## src/rtl/pwm_ddr_multi.sv

```systemverilog
// pwm_ddr_multi: multi-channel DDR PWM with shared down-counter and double-buffered duties
module pwm_ddr_multi #(
    parameter int CHANNELS = 4,
    parameter int WIDTH    = 10,
    parameter int CH_BITS  = 2
) (
    input  logic                clk,
    input  logic                rst_n,
    input  logic                sync,
    input  logic                wr_en,
    input  logic [CH_BITS-1:0]  wr_ch,
    input  logic [WIDTH:0]      wr_duty,
    input  logic [CHANNELS-1:0] en,
    input  logic [CHANNELS-1:0] inv,
    output logic [CHANNELS-1:0] pwm_d0,
    output logic [CHANNELS-1:0] pwm_d1,
    output logic                period_start
);
    localparam int LO = WIDTH / 2;

    logic [WIDTH-1:0]    r_cnt;
    logic [WIDTH:0]      r_pend [CHANNELS];
    logic [WIDTH:0]      r_act  [CHANNELS];
    logic [CHANNELS-1:0] w_lt_hi, w_eq_hi, w_lt_lo, w_eq_lo;
    logic [CHANNELS-1:0] r_lt_hi, r_eq_hi, r_lt_lo, r_eq_lo, r_h, r_en, r_inv;
    logic [CHANNELS-1:0] w_raw0, w_raw1;
    logic                r_ps1;
    logic                w_bnd;

    assign w_bnd = (r_cnt == '0) || sync;

    // Shared down-counter; sync forces a reload to the top of the period
    always_ff @(posedge clk or negedge rst_n) begin
        if (!rst_n) r_cnt <= '1;
        else        r_cnt <= sync ? '1 : r_cnt - WIDTH'(1);
    end

    // Pending duties take writes; active duties load from pending only at boundaries
    always_ff @(posedge clk or negedge rst_n) begin
        if (!rst_n) begin
            for (int i = 0; i < CHANNELS; i++) begin
                r_pend[i] <= '0;
                r_act[i]  <= '0;
            end
        end else begin
            for (int i = 0; i < CHANNELS; i++) begin
                if (w_bnd) r_act[i] <= r_pend[i];
                if (wr_en && wr_ch == CH_BITS'(i)) r_pend[i] <= wr_duty;
            end
        end
    end

    // Split count-vs-N compare into high-field and low-field partials
    always_comb begin
        w_lt_hi = '0;
        w_eq_hi = '0;
        w_lt_lo = '0;
        w_eq_lo = '0;
        for (int i = 0; i < CHANNELS; i++) begin
            w_lt_hi[i] = r_cnt[WIDTH-1:LO] <  r_act[i][WIDTH:LO+1];
            w_eq_hi[i] = r_cnt[WIDTH-1:LO] == r_act[i][WIDTH:LO+1];
            w_lt_lo[i] = r_cnt[LO-1:0]     <  r_act[i][LO:1];
            w_eq_lo[i] = r_cnt[LO-1:0]     == r_act[i][LO:1];
        end
    end

    // Stage 1: register partial compares, half-step bit, enable, polarity and period marker
    always_ff @(posedge clk or negedge rst_n) begin
        if (!rst_n) begin
            r_lt_hi <= '0;
            r_eq_hi <= '0;
            r_lt_lo <= '0;
            r_eq_lo <= '0;
            r_h     <= '0;
            r_en    <= '0;
            r_inv   <= '0;
            r_ps1   <= 1'b0;
        end else begin
            r_lt_hi <= w_lt_hi;
            r_eq_hi <= w_eq_hi;
            r_lt_lo <= w_lt_lo;
            r_eq_lo <= w_eq_lo;
            for (int i = 0; i < CHANNELS; i++) r_h[i] <= r_act[i][0];
            r_en    <= en;
            r_inv   <= inv;
            r_ps1   <= r_cnt == '1;
        end
    end

    // Combine partials: d1 is high while c < N, d0 also during the extra half-step
    always_comb begin
        w_raw1 = r_lt_hi | (r_eq_hi & r_lt_lo);
        w_raw0 = w_raw1 | (r_eq_hi & r_eq_lo & r_h);
    end

    // Stage 2: apply enable and polarity; disabled channels sit at the inactive level
    always_ff @(posedge clk or negedge rst_n) begin
        if (!rst_n) begin
            pwm_d0       <= '0;
            pwm_d1       <= '0;
            period_start <= 1'b0;
        end else begin
            pwm_d0       <= (w_raw0 & r_en) ^ r_inv;
            pwm_d1       <= (w_raw1 & r_en) ^ r_inv;
            period_start <= r_ps1;
        end
    end
endmodule

```

## config.mk

```make
export PLATFORM = sky130hd
export DESIGN_NAME = pwm_ddr_multi
export DESIGN_NICKNAME = d
export VERILOG_FILES = /design/src/rtl/pwm_ddr_multi.sv
export SDC_FILE = /design/constraint.sdc
export NUM_CORES = 1
export LEC_CHECK = 0
export CAP_MARGIN = 10
export CORE_MARGIN = 3
export CORE_UTILIZATION = 59
export DETAILED_ROUTE_END_ITERATION = 10
export MAX_ROUTING_LAYER = met4
export PLACE_DENSITY_LB_ADDON = 0.3
export SYNTH_ARGS = -nofsm -noshare
export SYNTH_HDL_FRONTEND = slang
export SYNTH_SLANG_ARGS = --single-unit
```

## constraint.sdc

```tcl
create_clock -name clk -period 2.3 [get_ports clk]
set_input_delay 0.23 -clock clk [delete_from_list [all_inputs] [get_ports clk]]
set_output_delay 0.23 -clock clk [all_outputs]
set_load 0.02 [all_outputs]
```

==> flow_summary.toml <==
[status]
status = "finished, final reports clean"

[power]
pwr-share-seq_pct = 44.8
p_sw_mw = 1.94
vdd_drop_max_mv = 0.886
power_frac_comb_pct = 18.4
leakage_nw = 3.42
switching_share_pct = 27.6
pwr-share-clk_pct = 36.8
internal_power_mw = 5.07
cellPowerDensity_mw_per_mm2 = 974

[clocking]
cts.path.max_buffers = 2
clock_sinks = 136
cts_resized = 0
cts_tree = "done"
root_buffer = "clkbuf_8"
htreeDepth = 4
clkLatencyLatePin_ns = 0.52
cts_setup_buffers = 0
cts_hold_buf = 1
path_clk_slew_ns = 0.06
numCtsBuffers = 17

[synth]
yosysWarnings = 0
ys_top_cells_by_area = "dfrtp_1, mux2_4, mux2_2"
synth.top_cell.area_share_pct = 51.8
syn_avg_cell_area_um2 = 13.7
synthesis.nets = 513
synth_edf_count = 0
synthCells = 446
synth_top_area_cell = "dfrtp_1"
synth_flop_cell = "dfrtp_1"
synthArstFlopShare_pct = 100
ys_types = 30
synth_area_mm2 = 0.00609
synth_seq_cells = 136
synth_sequential_area_ratio_pct = 56.1

[timing]
fin_crit_sh_pct = 91.2
fin_skew_ns = 0.00792
final_max_slew_viol_count = 0
tns_ns = 0
hold_viol_final = 0
min_period_ns = 2.10
rsz0062_at_grt = "false"
hold_ws_ns = 0.123
max_slew_margin_pct = 46.3
final-setup-viol-count = 0
max_freq_mhz = 477
tightestPinTransition_ns = 0.800
timing.final.ws_setup_ns = 0.202

[setup_path]
crit_slowest_cell = "dfstp_2"
cp-endpoint = "r_act[14]"
timing.critical_path.required_ns = 2.70
path_max_fanout = 24
timing.rr.end = "r_act[14]"
end_kind = "register"
critPathKind = "register to register"
crit_chain = "inv_1 -> ha_1 -> or2b_2 -> nor2_1 -> a21oi_4 -> buf_12 -> mux2_4"
crit_path_start = "r_cnt[0]"
r2r_start = "r_cnt[0]"
reg2reg_depth = 7
rrSetupSlack_ns = 0.20
arrival_ns = 2.50
crit_path_start_kind = "register"
critPathMaxStageDelay_ns = 0.56

[routing]
vias = 3436
drt-total-wl_mm = 11.6
dr.first_iter.drc_count = 165
dr.pass1.iters = 5
postRouteAntennaNets = 0
drc = 0
via_per_inst = 5.33
wire_per_inst_um = 18.0

[global_routing]
first_global_vias = 3590
grt_pass1_wl_mm = 18.9
antenna_found_initial = 0
grt_max_degree = 76
track_usage_pct = 22.7
grt_overflow = 0

[placed_design]
numPlacedInstances = 612
hpwl_mm = 7.82
pre_cts_slack_ns = 0.227
routabilityCongestion = 0.860
io_buffers = 33

[job]
maxCapViolations = 0

[die]
die_y_um = 108
row_count = 36
die_w_um = 108
ioPinCount = 34
core_mm2 = 0.00991
initial_core_util_pct = 61.5
die-area_mm2 = 0.0116

[layout]
syn_to_final_growth_pct = 18.2
fin_cells = 645
final_common_cell = "dfrtp_1"
diodes = 0
final_core_util_pct = 72.7
mostFrequentLayoutCells = "dfrtp_1, mux2_2, inv_1"
final_nets = 566
drive_above_1_share_pct = 28.5

[worst_hold_path]
hold_path.class = "primary input to asynchronous set/reset pin"
sequential cells by signal, indices dropped and copies added, names as in the netlist, 4 cells and up:
register  flops
pwm_d0        4
pwm_d1        4
r_act        44
r_cnt        10
r_en          4
r_eq_hi       4
r_eq_lo       4
r_h           4
r_inv         4
r_lt_hi       4
r_lt_lo       4
r_pend       44
cell type report:
type,count,area (um^2)
Sequential cell,136,3420
Fill cell,645,2710
Multi-Input combinational cell,258,2430
Timing Repair Buffer,43,455
Clock buffer,19,432
Tap cell,133,166
Inverter,43,161
Clock inverter,13,135
synth_stat cells (2+ instances only):
| cell type | instances |
|---|---|
| o21bai_1 | 2 |
| nand3b_1 | 3 |
| dfstp_2 | 10 |
| nor3_1 | 3 |
| a211oi_1 | 8 |
| nand3_1 | 10 |
| o21ai_0 | 12 |
| nand2b_1 | 8 |
| nor2b_1 | 12 |
| mux2_2 | 48 |
| ha_1 | 42 |
| clkbuf_1 | 5 |
| a21o_1 | 4 |
| inv_1 | 43 |
| xnor2_1 | 13 |
| dfrtp_1 | 126 |
| buf_8 | 4 |
| a21oi_1 | 14 |
| nor2_1 | 11 |
| nand2_1 | 18 |
| and3_2 | 2 |
| mux2_4 | 40 |
power by group through the flow:
stage | clock (mW) | sequential, mW | combinational, mW
2_1_floorplan | 0 | 3.10 | 0.879
3_3_place_gp | 0 | 3.15 | 1.21
3_5_place_dp | 0 | 3.17 | 1.27
4_1_cts | 2.62 | 3.14 | 1.30
5_1_grt | 2.75 | 3.19 | 1.44
6_report | 2.58 | 3.14 | 1.29
kinds of logic (layout without fill, tap and decap cells):
kind of cell	after synthesis	after routing	share of synthesized area, %
flip-flops	136	136	56.1
multiplexers	88	88	18.7
AND/OR/NAND/NOR	74	74	6.60
buffers and inverters	52	118	3.94
adder cells (fa/ha/maj)	42	42	8.63
AO/OA/AOI/OAI	41	41	4.13
XOR/XNOR	13	13	1.87
worst min-delay path by stage:
stage	startpoint	to	slack, ns	cells past startpoint
after floorplan	rst_n	period_start	-0.07	0
after global placement	rst_n	r_en[2]	0.12	1
after detailed placement	rst_n	r_en[2]	0.12	1
after CTS	rst_n	r_en[2]	0.11	2
after global routing	rst_n	r_en[2]	0.13	2
final	rst_n	r_eq_lo[2]	0.12	2
routing by layer:
| metal | vias to the layer above | GRT usage (%) | routed length, um |
|---|---|---|---|
| met5 | - | - | 0 |
| met4 | 0 | 7.03 | 156 |
| met3 | 12 | 6.24 | 388 |
| met2 | 62 | 34.1 | 5520 |
| met1 | 1719 | 30.5 | 5520 |
| li1 | 1643 | - | - |
per-stage QoR:
stage | instance area [um^2] | total power, mW
6_report | 7200 | 7.01
5_1_grt | 7200 | 7.37
4_1_cts | 7200 | 7.06
3_5_place_dp | 6620 | 4.45
3_3_place_gp | 6620 | 4.36
2_1_floorplan | 6090 | 3.98
worst max-delay path: cells and delay by family, from the launching register on:
kind / cells / cell delay [ns]
flip-flops: 1 / 0.56
buffers and inverters: 2 / 0.36
multiplexers: 1 / 0.32
AND/OR/NAND/NOR: 2 / 0.29
AO/OA/AOI/OAI: 1 / 0.23
adder cells (fa/ha/maj): 1 / 0.22
No activity file was read; power rests on OpenSTA's default activity.
